==> src/rtl/shift_reg_ctrl.sv <==
// shift_reg_ctrl: sequencer for the shift_reg sample window.
//
// Turns sample strobes into one-cycle load_in_sync pulses. After each load it sweeps
// fifo_r_address through taps 0..NumTaps-1 so a downstream MAC/FIR stage can read the
// whole window, one tap per cycle. It also tracks window fill, holds one pending sample
// and flags overrun.
//
// Ports:
//   clk            in   clock, rising edge
//   rst_n          in   synchronous reset, active HIGH (name kept for codebase consistency)
//   sample_valid   in   new sample on shift_reg data_in this cycle
//   flush          in   synchronous window invalidate
//   load_in_sync   out  shift strobe to shift_reg (sample data must be valid this cycle)
//   fifo_r_address out  tap select to shift_reg; 0 outside a sweep
//   tap_valid      out  fifo_r_data is a valid tap this cycle
//   tap_first      out  tap 0 (newest sample) of a sweep
//   tap_last       out  last tap of a sweep
//   busy           out  sequencer not idle
//   window_full    out  window holds NumTaps samples since reset/flush
//   overrun        out  sticky: a sample was dropped; cleared by flush or reset
module shift_reg_ctrl #(
    parameter int unsigned ADDR_WIDTH       = 2,
    parameter bit          READ_BEFORE_FULL = 1'b0
) (
    input  logic                  clk,
    input  logic                  rst_n,
    input  logic                  sample_valid,
    input  logic                  flush,
    output logic                  load_in_sync,
    output logic [ADDR_WIDTH-1:0] fifo_r_address,
    output logic                  tap_valid,
    output logic                  tap_first,
    output logic                  tap_last,
    output logic                  busy,
    output logic                  window_full,
    output logic                  overrun
);

    localparam int unsigned NumTaps = 2 ** ADDR_WIDTH;
    localparam int unsigned FillW   = $clog2(NumTaps + 1);

    localparam logic [FillW-1:0]      FullCnt  = FillW'(NumTaps);
    localparam logic [ADDR_WIDTH-1:0] LastAddr = {ADDR_WIDTH{1'b1}};

    typedef enum logic [1:0] {StIdle, StLoad, StRead} state_e;

    state_e                state_q, state_d;
    logic [ADDR_WIDTH-1:0] addr_q, addr_d;
    logic [FillW-1:0]      fill_q, fill_d, fill_inc;
    logic                  pend_q, pend_d;
    logic                  ovr_q, ovr_d;

    logic go_load, take_pend, take_sv, keep_pend, extra_sv;

    always_comb begin
        state_d  = state_q;
        addr_d   = '0;
        fill_d   = fill_q;
        fill_inc = (fill_q == FullCnt) ? fill_q : fill_q + 1'b1;

        unique case (state_q)
            StIdle: begin
                if (sample_valid) state_d = StLoad;
            end
            StLoad: begin
                fill_d = fill_inc;
                if (READ_BEFORE_FULL || (fill_inc == FullCnt)) begin
                    state_d = StRead;
                end else if (pend_q || sample_valid) begin
                    state_d = StLoad;
                end else begin
                    state_d = StIdle;
                end
            end
            StRead: begin
                if (addr_q == LastAddr) begin
                    state_d = (pend_q || sample_valid) ? StLoad : StIdle;
                end else begin
                    addr_d = addr_q + 1'b1;
                end
            end
            default: state_d = StIdle;
        endcase

        // Entering LOAD consumes the pending sample first; a strobe arriving in the same
        // cycle then takes its place in the pending slot.
        go_load   = (state_d == StLoad);
        take_pend = go_load && pend_q;
        take_sv   = go_load && !pend_q && sample_valid;
        keep_pend = pend_q && !take_pend;
        extra_sv  = sample_valid && !take_sv;
        pend_d    = keep_pend || extra_sv;
        ovr_d     = ovr_q || (keep_pend && extra_sv);

        if (flush) begin
            state_d = StIdle;
            addr_d  = '0;
            fill_d  = '0;
            pend_d  = 1'b0;
            ovr_d   = 1'b0;
        end
    end

    // Outputs are registered from next-state so they line up with the state register.
    always_ff @(posedge clk) begin
        if (rst_n) begin
            state_q      <= StIdle;
            addr_q       <= '0;
            fill_q       <= '0;
            pend_q       <= 1'b0;
            ovr_q        <= 1'b0;
            load_in_sync <= 1'b0;
            tap_valid    <= 1'b0;
            tap_first    <= 1'b0;
            tap_last     <= 1'b0;
            busy         <= 1'b0;
            window_full  <= 1'b0;
        end else begin
            state_q      <= state_d;
            addr_q       <= addr_d;
            fill_q       <= fill_d;
            pend_q       <= pend_d;
            ovr_q        <= ovr_d;
            load_in_sync <= (state_d == StLoad);
            tap_valid    <= (state_d == StRead);
            tap_first    <= (state_d == StRead) && (addr_d == '0);
            tap_last     <= (state_d == StRead) && (addr_d == LastAddr);
            busy         <= (state_d != StIdle);
            window_full  <= (fill_d == FullCnt);
        end
    end

    assign fifo_r_address = addr_q;
    assign overrun        = ovr_q;

endmodule

==> config.mk <==
export PLATFORM = sky130hd
export DESIGN_NAME = shift_reg_ctrl
export DESIGN_NICKNAME = d
export VERILOG_FILES = /design/src/rtl/shift_reg_ctrl.sv
export SDC_FILE = /design/constraint.sdc
export NUM_CORES = 1
export LEC_CHECK = 0
export ABC_AREA = 1
export CORE_ASPECT_RATIO = 1.1
export CORE_MARGIN = 3
export CORE_UTILIZATION = 43
export DETAILED_ROUTE_END_ITERATION = 8
export GPL_ROUTABILITY_DRIVEN = 0
export PLACE_DENSITY_LB_ADDON = 0.12
export SLEW_MARGIN = 15
export SYNTH_ARGS = -nofsm -noshare
export SYNTH_HDL_FRONTEND = slang
export SYNTH_SLANG_ARGS = --single-unit
==> constraint.sdc <==
create_clock -name clk -period 1.53 [get_ports clk]
set_clock_uncertainty 0.2 [all_clocks]
set_input_delay 0.306 -clock clk [delete_from_list [all_inputs] [get_ports clk]]
set_output_delay 0.306 -clock clk [all_outputs]
set_load 0.05 [all_outputs]
==> flow_metrics.py, run 1 <==
metrics = {
    "status": {
        "status": "finished, final reports clean",
    },
    "floorplanning": {
        "fp.dieW_um": 42.9,
        "die_area_um2": 2000,
        "die_h_um": 46.6,
        "ios": 13,
        "initial_core_util_pct": 46.5,
        "core_area_um2": 1380,
        "row_count": 14,
    },
    "route": {
        "wl_per_cell_um": 11.5,
        "first_pass_iters": 3,
        "drt_iter0_markers": 9,
        "drc": 0,
        "routed_wl_um": 1350,
        "routed_via_density": 4.75,
        "vias": 556,
        "ant_nets": 0,
    },
    "clock_tree": {
        "cts_tree": "built",
        "numCtsBuffers": 3,
        "insertion_delay_ps": 280,
        "clkTransAtPathRegs_ps": 90,
        "cts_max_path_buffers": 2,
        "cts.sinks": 15,
        "htree_levels": 1,
        "cts_root_buf": "clkbuf_4",
    },
    "logic_synthesis": {
        "syn_area_um2": 643,
        "synth_common_cells": "15 x dfxtp_1, 15 x nand2_1, 13 x inv_1",
        "avgSynthCellArea_um2": 7.94,
        "synth_edf_count": 0,
        "postSynthNetCount": 88,
        "ys_types": 17,
        "synthArstFlopShare_pct": 0,
        "synth_area_leaders": "dfxtp_1 47%, nand2_1 8.8%, inv_1 7.6%, ha_1 5.8%, nor2_1 4.1%",
        "yosysSeqAreaShare_pct": 46.7,
        "yosysTopAreaCell": "dfxtp_1",
        "yosysWarnings": 0,
        "netlist_instances": 81,
        "yosys_most_used_dff": "dfxtp_1",
        "synth-seq-cells": 15,
        "synth_top_area_share_pct": 46.7,
    },
    "placed_design": {
        "io_buffers": 12,
        "dp.cells": 112,
        "post-place-ws_ps": -178,
        "dp_hpwl_um": 979,
    },
    "worst_hold_path": {
        "hold_start": "overrun$_SDFF_PP0_",
        "hp-class": "reg -> reg",
        "min_to": "overrun$_SDFF_PP0_",
        "hold_path_depth": 2,
    },
    "timing": {
        "max_slew_margin_pct": 84.2,
        "fin_ws_ps": 53.3,
        "hold_viol_final": 0,
        "worstMarginPinSlew_ps": 237,
        "maxSlewViolCount": 0,
        "setup_viol": 0,
        "rsz0062_at_grt": "yes",
        "finalCritPeriodShare_pct": 96.5,
        "period_minus_slack_ps": 1480,
        "clock.fmax_mhz": 677,
        "setup_tns_ps": 0,
    },
    "power": {
        "combPwrFrac_pct": 12.2,
        "power.internal_uw": 534,
        "power.total_uw": 717,
        "pwr-share-clk_pct": 31.5,
        "seqPwrFrac_pct": 56.3,
        "p_sw_share_pct": 25.4,
        "p_sw_uw": 182,
        "peakVddDrop_uv": 522,
        "power_density_nw_per_um2": 727,
        "p_leak_uw": 0.000460,
    },
    "critical_path": {
        "worstSetupEndpointType": "flip-flop",
        "worstRegToRegCells": 9,
        "cp_common_cell": "nand2_2",
        "cp_data_arrival_time_ps": 1500,
        "r2r_slack_ps": 50,
        "r2r_start": "fill_q[0]$_SDFF_PP0_",
        "criticalPathCategory": "reg -> reg",
        "rr_endpoint": "tap_first$_SDFF_PP0_",
        "cpMaxStageDelayCell": "dfxtp_2",
        "critPathMaxStageDelay_ps": 360,
        "path_cells": "inv_2 -> ha_4 -> nand2_4 -> nand2_2 -> nand2_2 -> nand3_2 -> o22ai_2 -> nand2_2 -> nor2_2",
        "cp.required_ps": 1560,
        "worstPathMaxFanout": 4,
        "cp-start-kind": "flip-flop",
    },
    "cells_and_area": {
        "final_cells": 117,
        "fill_cells": 108,
        "antenna_cells": 0,
        "final_layout_size_suffix_gt1_share_pct": 46.5,
        "nNetsFinal": 109,
        "syn_to_final_growth_pct": 53.3,
        "fin_util_pct": 71.2,
    },
    "global_route": {
        "grt-ovfl-total": 0,
        "grt_usage_pct": 14.9,
        "antenna_found_initial": 0,
        "grt_max_degree": 10,
        "grt_pass1_wl_um": 2130,
        "grt_pass1_vias": 561,
    },
    "flow_run": {
        "drv_cap": 0,
    },
}
-- per-stage QoR --
stage                     cell area [µm²]  hold slack [ps]
final                                 986              290
after global routing                  986              329
after CTS                             938              294
after detailed placement              897              278
after global placement                897              276
after floorplan                       644              178
-- timing repair --
action / 4_1_cts / 5_1_grt
gates cloned: 0 / 0
setup buffers: 0 / 1
pin swaps: 4 / 4
setup endpoints to repair: 6 / 8
hold buffers: 0 / 0
resized for setup: 5 / 12
-- worst max path at each step --
stage                                       startpoint                    to  slack (ps)
after floorplan           fifo_r_address[1]$_SDFF_PP0_       busy$_SDFF_PP0_          20
after global placement                    sample_valid       busy$_SDFF_PP0_        -120
after detailed placement                  sample_valid       busy$_SDFF_PP0_        -180
after CTS                         fill_q[0]$_SDFF_PP0_  tap_first$_SDFF_PP0_         0.8
after global routing              fill_q[0]$_SDFF_PP0_       busy$_SDFF_PP0_         -50
final                             fill_q[0]$_SDFF_PP0_  tap_first$_SDFF_PP0_          50
-- sequential cells by signal (all words and copies together), names as in the netlist --
register	cells
state_q	2
busy	1
tap_last	1
load_in_sync	1
window_full	1
tap_first	1
pend_q	1
fifo_r_address	2
fill_q	3
tap_valid	1
overrun	1
-- power by group through the flow --
| stage | clock network, µW | logic (µW) | registers (µW) |
|---|---|---|---|
| floorplan | 0 | 31.7 | 421 |
| global route | 254 | 94.6 | 405 |
| detailed placement | 0 | 78.1 | 412 |
| global placement | 0 | 76.6 | 412 |
| finish | 226 | 87.3 | 404 |
| CTS | 238 | 80.6 | 403 |
-- layout by cell type (no fill, tap or decap) --
cell type         n
a211oi_2          1
nand3_2           4
nand2_4           1
nor2_4            1
o21ai_1           1
inv_1            11
nor2_2            3
nand4_1           2
clkbuf_4          3
clkinv_2          1
buf_12            9
buf_4             4
clkdlybuf4s50_1   3
ha_4              1
dfxtp_2           3
inv_2             8
nand2_2           5
a21oi_1           5
or2_1             1
nand2_1           9
nor3_2            2
dfxtp_1          12
nand3_1           2
ha_1              2
nor2_1            6
o22ai_2           1
-- logic make-up after synthesis --
family | after synthesis | synth area share, %
AND/OR/NAND/NOR | 36 | 28.8
buffers and inverters | 19 | 11.1
flip-flops | 15 | 46.7
AO/OA/AOI/OAI | 8 | 7.59
adder cells (fa/ha/maj) | 3 | 5.84
-- metal layers --
layer  global-route usage (%)  vias to the layer above  share of wire [%]
li1                         -                      295                  -
met1                     17.1                      247                 45
met2                     24.6                       12                 49
met3                     3.52                        2                4.7
met4                     10.6                        0                1.3
met5                        0                        -                  0
-- critical path, delay by kind of cell (launching register included) --
| family | cells | cell delay [ps] |
|---|---|---|
| compound gates | 1 | 150 |
| fa+ha+maj | 1 | 160 |
| flops | 1 | 360 |
| simple gates | 6 | 510 |
| buf+inv | 1 | 50 |
-- final cells by class --
class                      instances  area (µm²)  area share [%]
multi-input combinational         47         323            32.7
sequential                        15         304            30.8
timing repair buffer              16         240            24.4
inverter                          19        71.3            7.23
clock buffer                       3        22.5            2.28
tap                               16        20.0            2.03
clock inverter                     1        5.00           0.508
Power figures use the tool's default switching activity.
==> run 2: changes to the inputs <==
--- a/config.mk
+++ b/config.mk
@@ -12,4 +12,5 @@
 export DETAILED_ROUTE_END_ITERATION = 8
 export GPL_ROUTABILITY_DRIVEN = 0
+export HOLD_SLACK_MARGIN = 0.02
 export PLACE_DENSITY_LB_ADDON = 0.12
 export SLEW_MARGIN = 15
==> constraint.sdc (replaced) <==
create_clock -name clk -period 1.53 [get_ports clk]
set_clock_uncertainty 0.2 [all_clocks]
set_input_delay 0.153 -clock clk [delete_from_list [all_inputs] [get_ports clk]]
set_output_delay 0.153 -clock clk [all_outputs]
set_load 0.05 [all_outputs]
==> run 2 against run 1 <==
  * First-iteration DRC count rose by 33%
  * Total power shrank 0.49%
  * Combinational power grew 1%
  * Critical endpoint is now busy$_SDFF_PP0_
  * Design area is 1.6% higher
  * Sequential power about the same
==> flow_metrics.py, run 2 (synthesis gave the netlist of run 1 again) <==
metrics = {
    "status": {
        "status": "finished, final reports clean",
    },
    "floorplanning": {
        "die_h_um": 46.6,
        "die_area_um2": 2000,
        "initial_core_util_pct": 46.5,
        "core_area_um2": 1380,
        "row_count": 14,
        "ios": 13,
        "fp.dieW_um": 42.9,
    },
    "power": {
        "power.internal_uw": 534,
        "p_sw_uw": 180,
        "pwr-share-clk_pct": 31.1,
        "seqPwrFrac_pct": 56.5,
        "p_sw_share_pct": 25.2,
        "peakVddDrop_uv": 481,
        "combPwrFrac_pct": 12.4,
        "p_leak_uw": 0.000456,
        "power.total_uw": 713,
        "power_density_nw_per_um2": 712,
    },
    "global_route": {
        "grt-ovfl-total": 0,
        "grt_usage_pct": 13.3,
        "grt_pass1_wl_um": 1950,
        "grt_max_degree": 10,
        "antenna_found_initial": 0,
        "grt_pass1_vias": 503,
    },
    "route": {
        "drt_iter0_markers": 12,
        "wl_per_cell_um": 10.7,
        "routed_wl_um": 1250,
        "ant_nets": 0,
        "vias": 562,
        "routed_via_density": 4.80,
        "drc": 0,
        "first_pass_iters": 4,
    },
    "cells_and_area": {
        "multiInputGateArea_um2": 334,
        "antenna_cells": 0,
        "top_register": "fill_q",
        "final_layout_size_suffix_gt1_share_pct": 48.5,
        "final_common_cell": "dfxtp_1",
        "fill_cells": 103,
        "regArea_um2": 307,
        "final_cell_mix": "12 x dfxtp_1, 10 x nand2_1, 10 x inv_1, 9 x buf_12, 8 x inv_2",
        "syn_to_final_growth_pct": 55.8,
        "final_cells": 117,
        "largest_reg_flops": 3,
        "nNetsFinal": 109,
        "fin_util_pct": 72.4,
    },
    "timing": {
        "finalCritPeriodShare_pct": 96.8,
        "maxSlewViolCount": 0,
        "hold_viol_final": 0,
        "worstMarginPinSlew_ps": 241,
        "clock.fmax_mhz": 675,
        "fin_ws_ps": 49.2,
        "rsz0062_at_grt": "yes",
        "setup_viol": 0,
        "max_slew_margin_pct": 83.9,
        "setup_tns_ps": 0,
        "period_minus_slack_ps": 1480,
    },
    "clock_tree": {
        "insertion_delay_ps": 280,
        "cts_root_buf": "clkbuf_4",
        "htree_levels": 1,
        "cts.sinks": 15,
        "hold_buffers": 0,
        "cts_max_path_buffers": 2,
        "numCtsBuffers": 3,
        "cts_tree": "built",
        "clkTransAtPathRegs_ps": 90,
    },
    "placed_design": {
        "post-place-ws_ps": -71.9,
        "io_buffers": 12,
        "dp.cells": 111,
        "dp_hpwl_um": 940,
    },
    "critical_path": {
        "cp-start-kind": "flip-flop",
        "cp.required_ps": 1510,
        "criticalPathCategory": "reg -> reg",
        "worstPathMaxFanout": 3,
        "worstSetupEndpointType": "flip-flop",
        "cp_data_arrival_time_ps": 1460,
    },
    "worst_hold_path": {
        "hp-class": "reg -> reg",
    },
    "flow_run": {
        "drv_cap": 0,
    },
}
run 2: worst max-delay path: stages (launching register included):
cell,delay (ps)
dfxtp_4,380
inv_4,40
ha_4,160
nand2_4,70
nand2_2,40
nand2_2,60
nand3_2,90
nand3_2,90
nand3_2,80
nand2_2,90
nand2_1,60
run 2: area by class of cell:
class | count | share of cell area (%)
inverters | 19 | 7.37
clock buffers | 3 | 2.25
multi-input cells | 47 | 33.3
flip-flops and latches | 15 | 30.6
repair buffers | 16 | 24.0
well taps | 16 | 2.00
clock inverters | 1 | 0.499
run 2: power by group through the flow:
stage / clock (µW) / sequential (µW) / combinational [µW]
2_1_floorplan: 0 / 421 / 31.7
3_3_place_gp: 0 / 412 / 75.8
3_5_place_dp: 0 / 412 / 76.4
4_1_cts: 233 / 403 / 80.2
5_1_grt: 248 / 404 / 95.5
6_report: 222 / 403 / 88.5
run 2: worst paths after layout:
path / start / to / slack (ps) / cells past startpoint
hold reg to reg: overrun$_SDFF_PP0_ / overrun$_SDFF_PP0_ / 290 / 2
setup reg to reg: fill_q[0]$_SDFF_PP0_ / busy$_SDFF_PP0_ / 50 / 10
setup / recovery: fill_q[0]$_SDFF_PP0_ / busy$_SDFF_PP0_ / 50 / 10
hold / removal: overrun$_SDFF_PP0_ / overrun$_SDFF_PP0_ / 290 / 2
run 2: timing repair:
item,in CTS,in global routing
pin swaps,1,6
setup endpoints to repair,4,10
buffers inserted,1,1
gates resized for setup,4,18
run 2: metal layers:
metal	share of wire (%)	GRT usage, %	up-vias
met4	0.88	3.73	0
met5	0	0	-
met3	6.6	5.86	2
met2	45	21.3	16
li1	-	-	294
met1	47	16.1	250
run 2: through the flow:
step | cell area [µm²] | hold WS [ps]
final | 1000 | 293
after global routing | 1000 | 321
after CTS | 936 | 292
after detailed placement | 890 | 280
after global placement | 890 | 274
after floorplan | 644 | 25.4
==> run 3: changes to the inputs <==
Settings changed: CORE_UTILIZATION 43 to 30, PLACE_DENSITY from default to 0.53, PLACE_DENSITY_LB_ADDON 0.12 to default.
==> run 3 against run 2 <==
  * Worst hold slack worse by 5.1 ps
  * Via count is 2.0% lower
  * Sequential share of layout area is 0.97 points higher
  * Wire length is 1.2% higher
  * Combinational power is 6.6% lower
  * Sequential power hardly changed
  * Fmax is 1.0% lower
  * Register-to-register slack worse by 20 ps
  * Design area is 3.9% lower
  * Critical endpoint unchanged
==> flow_metrics.py, run 3 (synthesis gave the netlist of run 1 again) <==
metrics = {
    "status": {
        "status": "finished, final reports clean",
    },
    "global_route": {
        "grt-ovfl-total": 0,
        "grt_pass1_vias": 525,
        "grt_max_degree": 10,
        "grt_pass1_wl_um": 2160,
        "antenna_found_initial": 0,
        "grt_usage_pct": 10.7,
    },
    "floorplanning": {
        "initial_core_util_pct": 33.8,
        "core_area_um2": 1900,
        "ios": 13,
        "die_h_um": 54.6,
        "die_area_um2": 2740,
        "row_count": 16,
        "fp.dieW_um": 50.1,
    },
    "route": {
        "routed_wl_um": 1270,
        "first_pass_iters": 4,
        "wl_per_cell_um": 9.96,
        "drc": 0,
        "drt_iter0_markers": 7,
        "ant_nets": 0,
        "vias": 551,
        "routed_via_density": 4.34,
    },
    "clock_tree": {
        "cts_root_buf": "clkbuf_4",
        "clkTransAtPathRegs_ps": 90,
        "htree_levels": 1,
        "cts.sinks": 15,
        "cts_tree": "built",
        "insertion_delay_ps": 280,
        "numCtsBuffers": 3,
        "cts_max_path_buffers": 2,
        "hold_buffers": 0,
    },
    "cells_and_area": {
        "regArea_um2": 304,
        "top_register": "fill_q",
        "fill_cells": 194,
        "final_cell_mix": "12 x dfxtp_1, 11 x nand2_1, 11 x inv_1, 9 x buf_12, 8 x inv_2",
        "final_layout_size_suffix_gt1_share_pct": 42.0,
        "nNetsFinal": 108,
        "syn_to_final_growth_pct": 49.8,
        "multiInputGateArea_um2": 294,
        "final_common_cell": "dfxtp_1",
        "largest_reg_flops": 3,
        "antenna_cells": 0,
    },
    "critical_path": {
        "cp_data_arrival_time_ps": 1470,
        "worstSetupEndpointType": "flip-flop",
        "criticalPathCategory": "reg -> reg",
        "cp.required_ps": 1510,
        "cp-start-kind": "flip-flop",
        "worstPathMaxFanout": 3,
    },
    "timing": {
        "clock.fmax_mhz": 668,
        "worstMarginPinSlew_ps": 241,
        "max_slew_margin_pct": 83.9,
        "fin_ws_ps": 33.6,
        "hold_viol_final": 0,
        "finalCritPeriodShare_pct": 97.8,
        "setup_viol": 0,
        "period_minus_slack_ps": 1500,
        "maxSlewViolCount": 0,
    },
    "worst_hold_path": {
        "hp-class": "reg -> reg",
    },
    "flow_run": {
        "drv_cap": 0,
    },
    "power": {
        "power.total_uw": 708,
        "p_leak_uw": 0.000448,
        "peakVddDrop_uv": 390,
        "power_density_nw_per_um2": 735,
    },
    "placed_design": {
        "post-place-ws_ps": -44.1,
        "dp_hpwl_um": 954,
        "io_buffers": 12,
    },
}
[run 3: final timing paths]
check / start / to / slack (ps) / cells after the start
hold / removal: overrun$_SDFF_PP0_ / overrun$_SDFF_PP0_ / 290 / 2
setup / recovery: fill_q[0]$_SDFF_PP0_ / busy$_SDFF_PP0_ / 30 / 10
hold reg to reg: overrun$_SDFF_PP0_ / overrun$_SDFF_PP0_ / 290 / 2
setup reg to reg: fill_q[0]$_SDFF_PP0_ / busy$_SDFF_PP0_ / 30 / 10
[run 3: timing repair]
action,CTS,global route
endpoints found under the setup margin,4,9
pin swaps,0,3
buffers inserted,0,0
gates resized for setup,3,8
[run 3: critical path: stages, from the launching register on]
cell and delay (ps):
dfxtp_2 370, inv_2 40, ha_2 170, nand2_2 90
nand2_2 60, nand2_2 70, nand3_2 80, nand3_2 80
nand3_2 80, nand2_2 90, nand2_1 50
[run 3: area by class of cell]
type | instances | area share, %
clock inverter | 1 | 0.519
timing repair buffer | 15 | 24.2
multi-input combinational | 47 | 30.5
tap | 27 | 3.51
clock buffer | 3 | 2.34
inverter | 19 | 7.40
sequential | 15 | 31.6
[run 3: stage by stage]
stage	util [%]	area, µm²	setup TNS [ps]	hold slack [ps]	std cells
after floorplan	-	644	0	25.4	81
after global placement	47.9	911	-103	271	123
after detailed placement	47.9	911	-106	277	123
after CTS	49.8	947	0	291	127
after global routing	50.7	963	-80.5	295	127
final	50.7	963	0	287	127
[run 3: report_power, final]
group	internal, µW	switching, µW	total [µW]
logic	36.9	45.8	82.7
registers	398	6.00	404
clock network	96.9	125	222
[run 3: layer usage]
metal  up-vias  track usage, %  share of wire, %
li1        294               -                 -
met1       249            13.4                46
met2         6            15.7                49
met3         2            3.81               3.9
met4         0            6.91              0.71
met5         -               0                 0
